--- config.mk ---
export PLATFORM = sky130hd
export DESIGN_NAME = pipeline_ctrl
export DESIGN_NICKNAME = d
export VERILOG_FILES = /design/src/rtl/common_pkg.sv /design/src/rtl/pipeline_ctrl_hazard_detect.sv /design/src/rtl/pipeline_ctrl.sv
export SDC_FILE = /design/constraint.sdc
export NUM_CORES = 1
export LEC_CHECK = 0
export CORE_ASPECT_RATIO = 1.75
export CORE_MARGIN = 2
export CORE_UTILIZATION = 47
export DETAILED_ROUTE_END_ITERATION = 7
export HOLD_SLACK_MARGIN = 0.02
export PLACE_DENSITY = 0.8
export SETUP_SLACK_MARGIN = 0.3
export SKIP_CTS_REPAIR_TIMING = 1
export SLEW_MARGIN = 30
export SYNTH_ARGS = -nofsm -noshare
export SYNTH_HDL_FRONTEND = slang
export SYNTH_HIERARCHICAL = 1
export SYNTH_SLANG_ARGS = --single-unit
--- constraint.sdc ---
create_clock -name clk -period 2.01 [get_ports clk]
set_input_delay 0.201 -clock clk [delete_from_list [all_inputs] [get_ports clk]]
set_output_delay 0.201 -clock clk [all_outputs]
set_load 0.05 [all_outputs]
--- src/rtl/common_pkg.sv ---
// Shared core types: EX-stage control word, pipeline sequencer state and stage-control bundle.
package common_pkg;

  typedef struct packed {
    logic       reg_write;
    logic       mem_read;
    logic       mem_write;
    logic [4:0] write_back_id;
  } control_t;

  typedef enum logic [1:0] {
    PC_RUN    = 2'd0,
    PC_DRAIN  = 2'd1,
    PC_HALTED = 2'd2
  } pipe_ctrl_state_t;

  typedef struct packed {
    logic pc_en;
    logic if_id_en;
    logic id_ex_en;
    logic ex_mem_en;
    logic mem_wb_en;
    logic if_id_flush;
    logic id_ex_flush;
  } stage_ctl_t;

  localparam int DRAIN_CYCLES_DEF = 3;

endpackage

--- src/rtl/pipeline_ctrl_hazard_detect.sv ---
// Load-use hazard compare: ID source operands against the destination of a load sitting in EX.
module hazard_detect
  import common_pkg::*;
(
  input  logic [4:0] rs1,
  input  logic [4:0] rs2,
  input  logic       uses_rs1,
  input  logic       uses_rs2,
  input  control_t   ex_control,
  output logic       load_use
);

  logic hit_rs1;
  logic hit_rs2;

  assign hit_rs1  = uses_rs1 && (rs1 == ex_control.write_back_id);
  assign hit_rs2  = uses_rs2 && (rs2 == ex_control.write_back_id);
  // x0 is hardwired zero, so a load targeting it can never create a dependency
  assign load_use = ex_control.mem_read && (ex_control.write_back_id != 5'd0) &&
                    (hit_rs1 || hit_rs2);

endmodule

--- src/rtl/pipeline_ctrl.sv ---
// Stall/flush/halt sequencer for the 5-stage core, with saturating performance counters.
//   state     | meaning
//   PC_RUN    | normal issue; branch flush, load-use bubble, halt acceptance
//   PC_DRAIN  | halt accepted, older instructions retiring, ID fed with bubbles
//   PC_HALTED | every stage frozen, left only through reset
module pipeline_ctrl
  import common_pkg::*;
#(
  parameter int DRAIN_CYCLES = DRAIN_CYCLES_DEF,
  parameter int CNT_W        = 16
) (
  input  logic             clk,
  input  logic             rst_n,
  input  logic [4:0]       id_rs1,
  input  logic [4:0]       id_rs2,
  input  logic             id_uses_rs1,
  input  logic             id_uses_rs2,
  input  logic             id_is_halt,
  input  control_t         ex_control,
  input  logic             ex_branch_taken,
  input  logic             mem_req,
  input  logic             mem_ready,
  output logic             pc_en,
  output logic             if_id_en,
  output logic             id_ex_en,
  output logic             ex_mem_en,
  output logic             mem_wb_en,
  output logic             if_id_flush,
  output logic             id_ex_flush,
  output logic             halted,
  output logic [CNT_W-1:0] load_stall_cnt,
  output logic [CNT_W-1:0] flush_cnt,
  output logic [CNT_W-1:0] freeze_cnt
);

  localparam int DW = (DRAIN_CYCLES < 2) ? 1 : $clog2(DRAIN_CYCLES + 1);

  pipe_ctrl_state_t state, state_nxt;
  logic [DW-1:0]    drain_cnt, drain_nxt;
  stage_ctl_t       ctl;
  logic             freeze;
  logic             load_use;

  assign freeze = mem_req && !mem_ready;

  hazard_detect u_hazard (
    .rs1        (id_rs1),
    .rs2        (id_rs2),
    .uses_rs1   (id_uses_rs1),
    .uses_rs2   (id_uses_rs2),
    .ex_control (ex_control),
    .load_use   (load_use)
  );

  always_ff @(posedge clk or negedge rst_n) begin
    if (!rst_n) begin
      state     <= PC_RUN;
      drain_cnt <= '0;
    end else begin
      state     <= state_nxt;
      drain_cnt <= drain_nxt;
    end
  end

  always_comb begin
    state_nxt = state;
    drain_nxt = drain_cnt;
    if (!freeze) begin
      case (state)
        PC_RUN: begin
          if (!ex_branch_taken && !load_use && id_is_halt) begin
            state_nxt = PC_DRAIN;
            drain_nxt = DW'(DRAIN_CYCLES);
          end
        end
        PC_DRAIN: begin
          drain_nxt = drain_cnt - DW'(1);
          if (drain_cnt == DW'(1)) state_nxt = PC_HALTED;
        end
        default: state_nxt = state;
      endcase
    end
  end

  always_comb begin
    ctl = '0;
    if (rst_n && !freeze) begin
      case (state)
        PC_RUN: begin
          if (ex_branch_taken) begin
            ctl = '1;
          end else if (load_use) begin
            ctl.id_ex_en    = 1'b1;
            ctl.ex_mem_en   = 1'b1;
            ctl.mem_wb_en   = 1'b1;
            ctl.id_ex_flush = 1'b1;
          end else if (id_is_halt) begin
            // halt travels on into EX as a no-op while IF/ID is bubbled behind it
            ctl.if_id_en    = 1'b1;
            ctl.id_ex_en    = 1'b1;
            ctl.ex_mem_en   = 1'b1;
            ctl.mem_wb_en   = 1'b1;
            ctl.if_id_flush = 1'b1;
          end else begin
            ctl.pc_en     = 1'b1;
            ctl.if_id_en  = 1'b1;
            ctl.id_ex_en  = 1'b1;
            ctl.ex_mem_en = 1'b1;
            ctl.mem_wb_en = 1'b1;
          end
        end
        PC_DRAIN: begin
          ctl.id_ex_en    = 1'b1;
          ctl.ex_mem_en   = 1'b1;
          ctl.mem_wb_en   = 1'b1;
          ctl.id_ex_flush = 1'b1;
        end
        default: ctl = '0;
      endcase
    end
  end

  assign pc_en       = ctl.pc_en;
  assign if_id_en    = ctl.if_id_en;
  assign id_ex_en    = ctl.id_ex_en;
  assign ex_mem_en   = ctl.ex_mem_en;
  assign mem_wb_en   = ctl.mem_wb_en;
  assign if_id_flush = ctl.if_id_flush;
  assign id_ex_flush = ctl.id_ex_flush;
  assign halted      = (state == PC_HALTED);

  always_ff @(posedge clk or negedge rst_n) begin
    if (!rst_n) begin
      load_stall_cnt <= '0;
      flush_cnt      <= '0;
      freeze_cnt     <= '0;
    end else if (state != PC_HALTED) begin
      if (freeze) begin
        if (freeze_cnt != {CNT_W{1'b1}}) freeze_cnt <= freeze_cnt + 1'b1;
      end else if (state == PC_RUN) begin
        if (ex_branch_taken) begin
          if (flush_cnt != {CNT_W{1'b1}}) flush_cnt <= flush_cnt + 1'b1;
        end else if (load_use) begin
          if (load_stall_cnt != {CNT_W{1'b1}}) load_stall_cnt <= load_stall_cnt + 1'b1;
        end
      end
    end
  end

endmodule
==> results of run 1 <==
## flip-flops by register name (all words and copies together), names as in the netlist
signal / cells
freeze_cnt: 16
state: 2
load_stall_cnt: 16
drain_cnt: 2
flush_cnt: 16
## layout make-up
| class | instances | area (µm²) |
|---|---|---|
| clock buffers | 6 | 82.58 |
| clock inverters | 2 | 15.01 |
| fillers | 343 | 1219 |
| inverters | 7 | 31.28 |
| multi-input cells | 191 | 1644 |
| flip-flops and latches | 52 | 1350 |
| well taps | 76 | 95.09 |
| repair buffers | 104 | 1194 |
## report_power, final
group	internal (mW)	leakage (nW)	total [mW]	switching [mW]
sequential	1.09	0.650	1.14	0.0514
combinational	0.168	2.08	0.412	0.244
clock	0.279	0.0434	0.638	0.359
## metrics by stage
step | setup slack (ps) | power (mW) | setup TNS (ps) | hold WS [ps] | utilization
3_5_place_dp | -641.7 | 1.559 | -11260 | 389.6 | 0.7007
5_1_grt | -166.0 | 2.276 | -1593 | 74.20 | 0.7836
3_3_place_gp | -531.3 | 1.538 | -9409 | 378.7 | 0.7007
6_report | -134.2 | 2.189 | -318.5 | 27.63 | 0.7836
4_1_cts | -369.0 | 2.192 | -5239 | 36.69 | 0.7180
2_1_floorplan | 55.39 | 1.364 | 0 | -94.59 | -
## worst min-delay path by stage
stage	to	cells past startpoint	start	slack (ps)
finish	freeze_cnt[0]$_DFFE_PN0P_	2	rst_n	30
global route	freeze_cnt[0]$_DFFE_PN0P_	2	rst_n	70
CTS	freeze_cnt[0]$_DFFE_PN0P_	2	rst_n	40
detailed placement	freeze_cnt[0]$_DFFE_PN0P_	2	rst_n	390
global placement	freeze_cnt[1]$_DFFE_PN0P_	2	rst_n	380
floorplan	drain_cnt[0]$_DFFE_PN0P_	0	rst_n	-90
## layer usage
metal,GRT usage,vias to the layer above,routed length (µm)
met2,0.3759,82,3819
li1,-,1117,-
met1,0.2367,1162,2535
met4,0.1064,0,305
met3,0.04703,24,302
met5,0,-,0
## kinds of logic after synthesis
kind of cell,after synthesis,share of synthesized area
xor+xnor,49,0.1561
compound gates,19,0.04643
buf+inv,10,0.01638
simple gates,114,0.2690
flops,52,0.4734
fa+ha+maj,4,0.01821
mux,5,0.02048
## cell usage after synthesis (2+ instances only)
cell type | count | area, µm²
buf_4 | 2 | 15.01
dfrtp_1 | 52 | 1301
and4_1 | 4 | 35.03
nor3_2 | 3 | 30.03
nand2b_1 | 2 | 12.51
a31oi_1 | 6 | 37.54
inv_1 | 6 | 22.52
o21ai_0 | 2 | 10.01
nand4_1 | 11 | 68.82
ha_1 | 4 | 50.05
nor3_1 | 9 | 45.04
a21oi_1 | 5 | 25.02
or4_1 | 2 | 15.01
nand4_2 | 2 | 25.02
nor4_1 | 5 | 31.28
nand3_1 | 14 | 70.07
nor4_4 | 3 | 63.81
a211oi_2 | 2 | 25.02
xnor2_1 | 24 | 210.2
xor2_1 | 25 | 219.0
nor4_2 | 3 | 37.54
mux2_1 | 4 | 45.04
nand2_1 | 25 | 93.84
nor2_1 | 10 | 37.54
and3_1 | 10 | 62.56
==> out/results.txt, run 1 <==
cell family with most CP delay - simple AND/OR/NAND/NOR gates
Static Leak - 2.772 nW
post-route cell area - 4412 µm²
GP Congestion - 0.7712
Cell Area, Synth - 2749 µm²
Hold Crit Class - in -> async
TritonCTS Buffers - 5
drt first pass iters - 4
outcome - finished, violations left
placed insts - 419
final setup fails - 6
routed vias/inst - 5.445
DP HPWL - 4.903 mm
commonest non-fill, non-tap cell in the layout - dlymetal6s2s_1
syn_area_per_cell - 10.87 µm²
post-place instance area - 3945 µm²
first-pass GRT wire length - 10.71 mm
Clock Skew - 11.24 ps
number of global-route vias before repair - 2363
root buffer cell - clkbuf_8
Area Overhead vs Synth - 60.49%
ANT cells - 0
Seq cells post-synth - 52
# IOs - 82
Yosys cell types - 43
die width - 61.81 µm
Mapped Nets - 283
R2R cell count - 6
number of synthesized flops with an enable pin - 0
Worst setup endpoint - pc_en
Pwr Density - 496.2 nW/µm²
initial antenna violation count - 0
top_reg_cell synth - dfrtp_1
Initial Utilization - 0.4882
MaxCap Viol Count - 0
routed wire length - 6.963 mm
Worst Path Arrival - 1940 ps
Largest stage delay, worst path - 530 ps
Global Route Usage Sum - 0.2178
Buffers on Ports - 79
VDD IR-drop max - 0.4378 mV
largest net degree at the start of global routing - 53
Antenna Violating Nets Remaining - 0
CP required - 1810 ps
Mapped Cells - 253
final worst path period share - 1.067
flop-to-flop setup slack - 180 ps
Slowest cell on crit path - or4_4
CP Capture Type - primary output
crit path launch type - primary input
die height - 105.2 µm
Slew @ Worst Pin - 644.5 ps
most frequent cells in the layout - 56 x dlymetal6s2s_1, 39 x dfrtp_2, 24 x nand2_1, 24 x xnor2_1
endpoints failing hold - 0
Async S/R FF share, synth - 1.000
CORE AREA - 5630 µm²
max frequency - 466.4 MHz
crit path time final - 2144 ps
r2r endpoint - load_stall_cnt[7]$_DFFE_PN0P_
Levels on crit path - 11
WS Path Type - in -> out
layout cell share with drive strength beyond 1 - 0.3812
# rows - 36
Slew Limit Fails - 0
reg2reg start - load_stall_cnt[1]$_DFFE_PN0P_
CP cell instances - buf_6, buf_6, or4_4, o21ai_2, a21oi_2, buf_4, buf_6, nor2_4, nor2_2, nor3_4, buf_12
Crit path top cell by count - buf_6
share of the yosys chip area belonging to registers - 0.4734
via count - 2385
DIE AREA - 6501 µm²
Yosys Warn Count - 6
failing checks - negative setup slack
worst-path maximum fanout - 4
unrepaired setup endpoints after global routing - true
nets - 391
1st-iter DRT viols - 74
CTS tree - done
WP buf/inv - 5
CTS Buffer Depth - 2
H-Tree Depth - 2
Clock Latency Late Sink - 310 ps
Remaining Overflow, GRT - 0
WL per Instance - 15.90 µm
Max-slew headroom - 0.5703
non-filler cells, final - 438
setup slack after layout - -134.2 ps
detailed-route DRC error count - 0
Worst-path clk slew - 100 ps
Sink Count - 52
Crit. Startpoint - ex_control[0]
Note: power is estimated with default switching activity, not from simulation.
==> inputs of run 2 (changes only) <==
==> constraint.sdc (replaced) <==
create_clock -name clk -period 2.15 [get_ports clk]
set_input_delay 0.215 -clock clk [delete_from_list [all_inputs] [get_ports clk]]
set_output_delay 0.215 -clock clk [all_outputs]
set_load 0.05 [all_outputs]
==> run 2 against run 1 <==
Effect of this change: the run now ends clean; die area is the same; clock skew shrank 1.5 ps; sequential power fell by 7%; total power grew 1.2%; final cell count decreased by 2.1%; via count is 3.1% lower; hold slack improved by 55 ps; highest routed layer unchanged; register-to-register slack better by 130 ps; utilization is 5.0 points lower; largest power group unchanged; clock power is 22% higher.
==> out/results.txt, run 2 (synthesis gave the netlist of run 1 again) <==
Sw Pwr - 0.5822 mW (-11%)
Clock Skew - 9.753 ps (-1.482 ps)
register share of total power - 0.481 (-0.039)
root buffer cell - clkbuf_8
WL per Instance - 15.19 µm (-4.4%)
Slew Limit Fails - 0 (unchanged)
largest registers - flush_cnt x16, freeze_cnt x16, load_stall_cnt x16
Clock Latency Late Sink - 300 ps (about the same)
final worst path period share - 0.9443
crit path time final - 2030 ps
VDD IR-drop max - 0.5316 mV (+21%)
GP Congestion - 0.7641 (-0.92%)
Int Pwr - 1.632 mW (+6.4%)
Fin Hold WS - 82.45 ps (+54.83 ps)
CORE AREA - 5630 µm² (unchanged)
die width - 61.81 µm (unchanged)
combinational group share of total power - 0.168 (-0.020)
detailed-route DRC error count - 0 (unchanged)
setup TNS - 0 ps (+318.5 ps)
Initial Utilization - 0.4882 (unchanged)
worst-path maximum fanout - 6 (+2)
# rows - 36 (unchanged)
largest net degree at the start of global routing - 53 (unchanged)
Sink Count - 52 (unchanged)
outcome - finished, final reports clean
Worst Path Arrival - 2250 ps (+310 ps)
Static Leak - 1.962 nW (-29%)
placed insts - 417 (-0.48%)
Area Overhead vs Synth - 50.20%
layout cell share with drive strength beyond 1 - 0.2691 (-0.1121)
H-Tree Depth - 2 (unchanged)
flop-to-flop setup slack - 310 ps (+130 ps)
ANT cells - 0 (unchanged)
non-filler cells, final - 429 (-2.1%)
DIE AREA - 6501 µm² (unchanged)
Max-slew headroom - 0.5642 (-0.006150)
first-pass GRT wire length - 10.02 mm (-6.4%)
CP Capture Type - register
# IOs - 82 (unchanged)
Slew @ Worst Pin - 653.7 ps (+9.226 ps)
WS Path Type - in -> reg
die height - 105.2 µm (unchanged)
initial antenna violation count - 0 (unchanged)
Hold Crit Class - in -> async
Worst-path clk slew - 90 ps (about the same)
endpoints failing hold - 0 (unchanged)
max frequency - 492.5 MHz
Global Route Usage Sum - 0.1990 (-0.01880)
Switching Share - 0.2629 (-0.03606)
Buffers on Ports - 79 (unchanged)
DP HPWL - 4.830 mm (-1.5%)
clock network power share - 0.351 (+0.059)
commonest non-fill, non-tap cell in the layout - clkdlybuf4s50_1
drt first pass iters - 4 (unchanged)
MaxCap Viol Count - 0 (unchanged)
Design Power - 2.215 mW (+1.2%)
crit path launch type - primary input
fin util - 0.7333 (-0.05022)
routed wire length - 6.517 mm (-6.4%)
CTS tree - done
unrepaired setup endpoints after global routing - true
Remaining Overflow, GRT - 0 (unchanged)
final setup fails - 0 (-6)
number of global-route vias before repair - 2317 (-1.9%)
routed vias/inst - 5.389 (-1.0%)
nets - 382 (-2.3%)
CP required - 2370 ps (+560 ps)
Antenna Violating Nets Remaining - 0 (unchanged)
1st-iter DRT viols - 89 (+20%)
Pwr Density - 536.4 nW/µm² (+8.1%)
CTS Buffer Depth - 2 (unchanged)
TritonCTS Buffers - 5 (unchanged)
most frequent cells in the layout - 51 x clkdlybuf4s50_1, 34 x dfrtp_1, 24 x nand2_1, 24 x xor2_1, 24 x xnor2_1
via count - 2312 (-3.1%)
-- run 2: path summary, 6_finish.rpt --
path	cells past startpoint	to	from
setup / recovery	11	load_stall_cnt[7]$_DFFE_PN0P_	ex_control[1]
hold / removal	2	load_stall_cnt[2]$_DFFE_PN0P_	rst_n
setup reg to reg	6	load_stall_cnt[7]$_DFFE_PN0P_	load_stall_cnt[0]$_DFFE_PN0P_
hold reg to reg	1	drain_cnt[1]$_DFFE_PN0P_	drain_cnt[1]$_DFFE_PN0P_
max in group asynchronous	2	load_stall_cnt[0]$_DFFE_PN0P_	rst_n
min in group clk	1	drain_cnt[1]$_DFFE_PN0P_	drain_cnt[1]$_DFFE_PN0P_
-- run 2: metal layers --
metal	vias to the layer above	wire, µm	track usage
met5	-	0	0
met4	0	141	0.07143
met3	12	213	0.02970
met2	62	3909	0.3722
met1	1134	2253	0.2080
li1	1104	-	-
-- run 2: critical path, cell delays in order --
cell and delay (ps):
buf_6 100, buf_6 110, xor2_2 170, nor4_2 260, nand3_1 110, a21oi_2 170
nor2b_4 190, nand4b_4 120, nor4_4 400, and3_1 230, xor2_1 160
-- run 2: cell type report --
class,count,area (µm²)
Sequential cell,52,1324
Clock inverter,2,60.06
Timing Repair Buffer,95,1003
Clock buffer,6,72.57
Tap cell,76,95.09
Multi-Input combinational cell,191,1543
Inverter,7,31.28
Fill cell,399,1501
-- run 2: power by group through the flow --
stage                     clock, mW  sequential [mW]  combinational (mW)
final                         0.778             1.06               0.372
after global routing          0.830             1.07               0.402
after CTS                     0.788             1.06               0.367
after detailed placement          0             1.08               0.366
after global placement            0             1.08               0.355
after floorplan                   0             1.18              0.0915
-- run 2: through the flow --
stage          setup WS [ps]  area, µm²
3_5_place_dp          -362.1       3825
4_1_cts               -181.6       3958
5_1_grt               -15.64       4129
3_3_place_gp          -306.6       3825
6_report               119.7       4129
2_1_floorplan          181.4       2818
==> RTL edit 1: new RTL, flow settings as in run 2 <==
`DRAIN_CYCLES_DEF`: 3 -> 2.
--- a/src/rtl/common_pkg.sv
+++ b/src/rtl/common_pkg.sv
@@ -25,5 +25,5 @@
   } stage_ctl_t;
 
-  localparam int DRAIN_CYCLES_DEF = 3;
+  localparam int DRAIN_CYCLES_DEF = 2;
 
 endpackage
Check against the original RTL: not equivalent (a bounded check fails within 4 cycles, from zero or initial values and one cycle with rst_n low).
==> RTL edit 1 against run 2 <==
- sequential share of layout area fell by 0.17 points
- synthesized area did not move
- synthesized cell count fell by 0.79%
- routed wire length rose by 1.3%
- critical endpoint is now pc_en
- sequential power barely moved
- sequential cell count did not move
- hold slack got worse by 50 ps
- highest routed layer unchanged
- worst setup slack got worse by 85 ps
- power fell by 4.1%
- global-route usage rose by 0.84 points
- design area rose by 1.0%
==> RTL edit 1: results (changes against run 2) <==
Run status
  – Status: finished clean

Synthesis
  – Seq/Total Area, Yosys: 0.473 (unchanged)
  – Top cells by area, synth: dfrtp_1 47%, xor2_1 8.0%, xnor2_1 7.6%
  – Syn_area_per_cell: 11.0 um^2 (+0.80%)
  – Syn. warnings: 6 (unchanged)
  – Post-synth ARST share: 1.00 (unchanged)
  – Top cells by count, synth: 52 x dfrtp_1, 25 x nand2_1, 25 x xor2_1, 24 x xnor2_1, 15 x nand3_1
  – Synth Net Count: 281 (-0.71%)
  – Synth area leader: dfrtp_1
  – Yosys cell types: 41 (-4.7%)

Critical path
  – Worst path max stage delay: 540 ps (+140 ps)
  – CP Launch Point: ex_control[2]
  – Capturing point of the worst reg2reg path: load_stall_cnt[7]
  – CP max stage cell: or4_4
  – FF-to-FF setup slack: 320 ps
  – CP top delay family: simple AND/OR/NAND/NOR gates
  – Critical Path AT: 1900 ps (-350 ps)
  – Reg-to-Reg Start: load_stall_cnt[0]
  – Crit-path max FO: 4 (-2)
  – Critical Path End: pc_en

Cells and area
  – Final net count: 384 (+0.52%)
  – Finished Layout Cells: 431 (+0.47%)
  – Share of cells above drive strength 1: 0.301 (+0.0323)
  – Largest regs: flush_cnt x16, freeze_cnt x16, load_stall_cnt x16
  – Ant diodes: 0 (unchanged)

Placement
  – Placed cell area: 3830 um^2 (+0.13%)
  – Placed insts: 415 (-0.48%)
  – Port Buffers: 79 (unchanged)
  – Gpl congestion: 0.861 (+13%)
  – DPL Wire Length: 4940 um (+2.3%)
  – Pre-CTS WS: -496 ps (-134 ps)

Global route
  – Initial antenna violation count: 0 (unchanged)
  – Vias in the first global route: 2,274 (-1.9%)
  – First-pass GRT wire length: 10,400 um (+3.3%)
  – Tot GR Track Use: 0.207 (+0.00844)
  – Largest net degree at the start of global routing: 53 (unchanged)

Clocking
  – Root buffer cell: clkbuf_8
  – Clk Latency, worst-skew pair: 300 ps (about the same)
  – H-tree Lvls: 2 (unchanged)
  – CTS Buf Count: 5 (unchanged)
  – Clock slew at reported path FFs: 90 ps (about the same)
  – Clock Tree Buf Depth: 2 (unchanged)

Routing
  – Vias per cell: 5.47 (+1.5%)
  – DRT met1 WL: 2270 um (+0.80%)
  – Met2 wire length: 3890 um (-0.43%)
  – Per-cell routed wire length: 15.3 um (+0.80%)
  – Routed wl met3: 229 um (+7.5%)
  – Detailed Route Iter0 Violations: 64 (-28%)
  – DR pass1 iterations: 4 (unchanged)

Timing
  – Layout Skew: 3.24 ps (-6.51 ps)
  – Hold Slack: 32.3 ps (-50.2 ps)
  – Final hold viol count: 0 (unchanged)
  – Worst Max-Slew Pin Slew: 638 ps (-15.5 ps)
  – PnR worst setup slack: 34.8 ps (-84.9 ps)

Worst hold path
  – Hold crit path type: in -> async

Power and ir drop
  – Int Pwr: 1.54 mW (-5.6%)
  – P_leak: 1.99 nW (+1.2%)
  – Worst VDD drop: 0.337 mV (-37%)
==> RTL edit 1: changes by cell type after synthesis, moves of 2 or more <==
| cell | delta |
|---|---|
| mux2_1 | -3 |
| a31oi_1 | -2 |
| nor2_1 | -3 |
| mux2_2 | +3 |
==> RTL edit 1: power by group through the flow <==
stage | Combinational, mW | Sequential (mW) | Clock, mW
3_3_place_gp | 0.342 | 1.08 | 0
6_report | 0.353 | 1.06 | 0.706
4_1_cts | 0.354 | 1.07 | 0.717
5_1_grt | 0.387 | 1.07 | 0.767
3_5_place_dp | 0.353 | 1.09 | 0
2_1_floorplan | 0.0890 | 1.18 | 0
==> RTL edit 1: metal layers <==
layer,up-vias,global-route usage
met2,74,0.374
met4,0,0.0821
met3,19,0.0371
li1,1100,-
met1,1164,0.224
met5,-,0
==> RTL edit 1: final cells by class <==
type | count | area, um^2
inverter | 7 | 26.3
timing repair buffer | 99 | 1030
tap | 76 | 95.1
fill | 391 | 1460
multi-input combinational | 189 | 1570
sequential | 52 | 1330
clock inverter | 2 | 38.8
clock buffer | 6 | 82.6
==> RTL edit 1: worst min-delay path by stage <==
| stage | endpoint | cells past startpoint |
|---|---|---|
| detailed placement | flush_cnt[12] | 2 |
| CTS | flush_cnt[6] | 2 |
| global placement | flush_cnt[12] | 2 |
| floorplan | drain_cnt[0] | 0 |
| global route | flush_cnt[14] | 2 |
| finish | flush_cnt[14] | 2 |
==> RTL edit 1: cell families after synthesis <==
kind of cell | share of synthesized area
and+or+nand+nor | 0.267
xor gates and xnor gates | 0.156
muxes | 0.0241
buffers and inverters | 0.0168
adders and majority gates | 0.0182
AOI/OAI and AO/OA | 0.0446
DFF | 0.473
==> RTL edit 2: new RTL, settings of run 2 <==
Without the edit above. The 3 states of `pipe_ctrl_state_t` get a one-hot encoding in 3 bits.
--- a/src/rtl/common_pkg.sv
+++ b/src/rtl/common_pkg.sv
@@ -9,8 +9,8 @@
   } control_t;
 
-  typedef enum logic [1:0] {
-    PC_RUN    = 2'd0,
-    PC_DRAIN  = 2'd1,
-    PC_HALTED = 2'd2
+  typedef enum logic [2:0] {
+    PC_RUN    = 3'b001,
+    PC_DRAIN  = 3'b010,
+    PC_HALTED = 3'b100
   } pipe_ctrl_state_t;
 
Behaviour: same outputs for any inputs over 4 cycles, from zero or initial values and one cycle with rst_n low; so few cycles prove little.
==> RTL edit 2 against run 2 <==
- routed wire length rose by 27%
- hold slack gained 42 ps
- design area is 11% higher
- sequential cell count up 1
- synthesized area up 5.7%
- register-to-register slack worse by 40 ps
- fmax is 4.4% higher
- critical path type is now reg -> out
- worst setup slack better by 85 ps
Power is not compared: it rests on default switching activity, and its combinational part moved more than twofold at a synthesized area within 25%.
==> RTL edit 2: results (changes against run 2) <==
Cells and area
  – Final net count: 413 (+8.1%)
  – Layout fillers: 402 (+0.75%)
  – Share of cells above drive strength 1: 0.383 (+0.114)
  – Layout area overhead: 57.4%

Run status
  – Status: finished clean

Synthesis
  – Mapped Cells: 281 (+11%)
  – Yosys cell types: 44 (+2.3%)

Critical path
  – Critical Path End: if_id_flush
  – Crit-path max FO: 5 (-1)
  – Worst path max stage delay: 590 ps (+190 ps)
  – CP Launch Point: state[0]
  – CP top delay family: flip-flops
  – R2R cell count: 5 (-1)
  – CP max stage cell: dfstp_2

Placement
  – Placed cell area: 4040 um^2 (+5.5%)
  – DPL Wire Length: 5620 um (+16%)
  – Placed insts: 443 (+6.2%)

Timing
  – Layout Skew: 15.7 ps (+5.92 ps)

Global route
  – Tot GR Track Use: 0.221 (+0.0220)
  – Largest net degree at the start of global routing: 54 (+1.9%)
  – First-pass GRT wire length: 12,200 um (+22%)

Routing
  – Detailed Route Iter0 Violations: 127 (+43%)
  – Via count: 2,604 (+13%)
  – Vias per cell: 5.64 (+4.6%)

Clocking
  – Clock slew at reported path FFs: 110 ps (+20 ps)
  – Clk Latency, worst-skew pair: 320 ps (+20 ps)
## RTL edit 2: area by class of cell
class | count | area share
clock inverter | 3 | 0.0101
inverter | 7 | 0.00574
tap | 78 | 0.0213
sequential | 53 | 0.299
clock buffer | 5 | 0.0150
multi-input combinational | 214 | 0.419
timing repair buffer | 102 | 0.230
## RTL edit 2: logic make-up (layout without fill, tap and decap cells)
kind of cell    after synthesis  in the layout  share of synthesized area
compound gates               23             23                     0.0568
xor+xnor                     51             51                      0.154
fa+ha+maj                     4              4                     0.0172
buf+inv                      14            117                     0.0258
flops                        53             53                      0.457
mux                           5              5                     0.0194
simple gates                131            131                      0.270
## RTL edit 2: per-layer routing
layer  vias up  part of all wire  GRT usage
met1      1296              0.36      0.226
met5         -                 0          0
li1       1223                 -          -
met2        71              0.59      0.432
met4         0             0.020     0.0963
met3        14             0.034     0.0333
## RTL edit 2: stage by stage
step,worst slack (ps),setup TNS [ps]
floorplan,222,0
global placement,-311,-5590
detailed placement,-405,-6720
CTS,-179,-831
global route,103,0
finish,205,0
## RTL edit 2: worst reg2reg max path, stage by stage, from the launching register on
cell	delay, ps
dfstp_2	590
nor3b_4	210
buf_4	190
nand3_4	180
a2111oi_2	470
xnor2_1	170
## RTL edit 2: report_power, final
group          switching, mW  internal [mW]
clock network          0.356          0.349
registers              0.156           1.13
logic                  0.681          0.405
total                   1.19           1.88
## RTL edit 2: how the worst min path moves through the flow
stage | startpoint | end | slack, ps | cells past startpoint
6_report | rst_n | freeze_cnt[0] | 120 | 2
5_1_grt | rst_n | freeze_cnt[5] | 180 | 2
4_1_cts | rst_n | freeze_cnt[2] | 120 | 2
3_5_place_dp | rst_n | freeze_cnt[2] | 470 | 2
3_3_place_gp | freeze_cnt[7] | freeze_cnt[7] | 460 | 1
2_1_floorplan | rst_n | drain_cnt[0] | -80 | 0
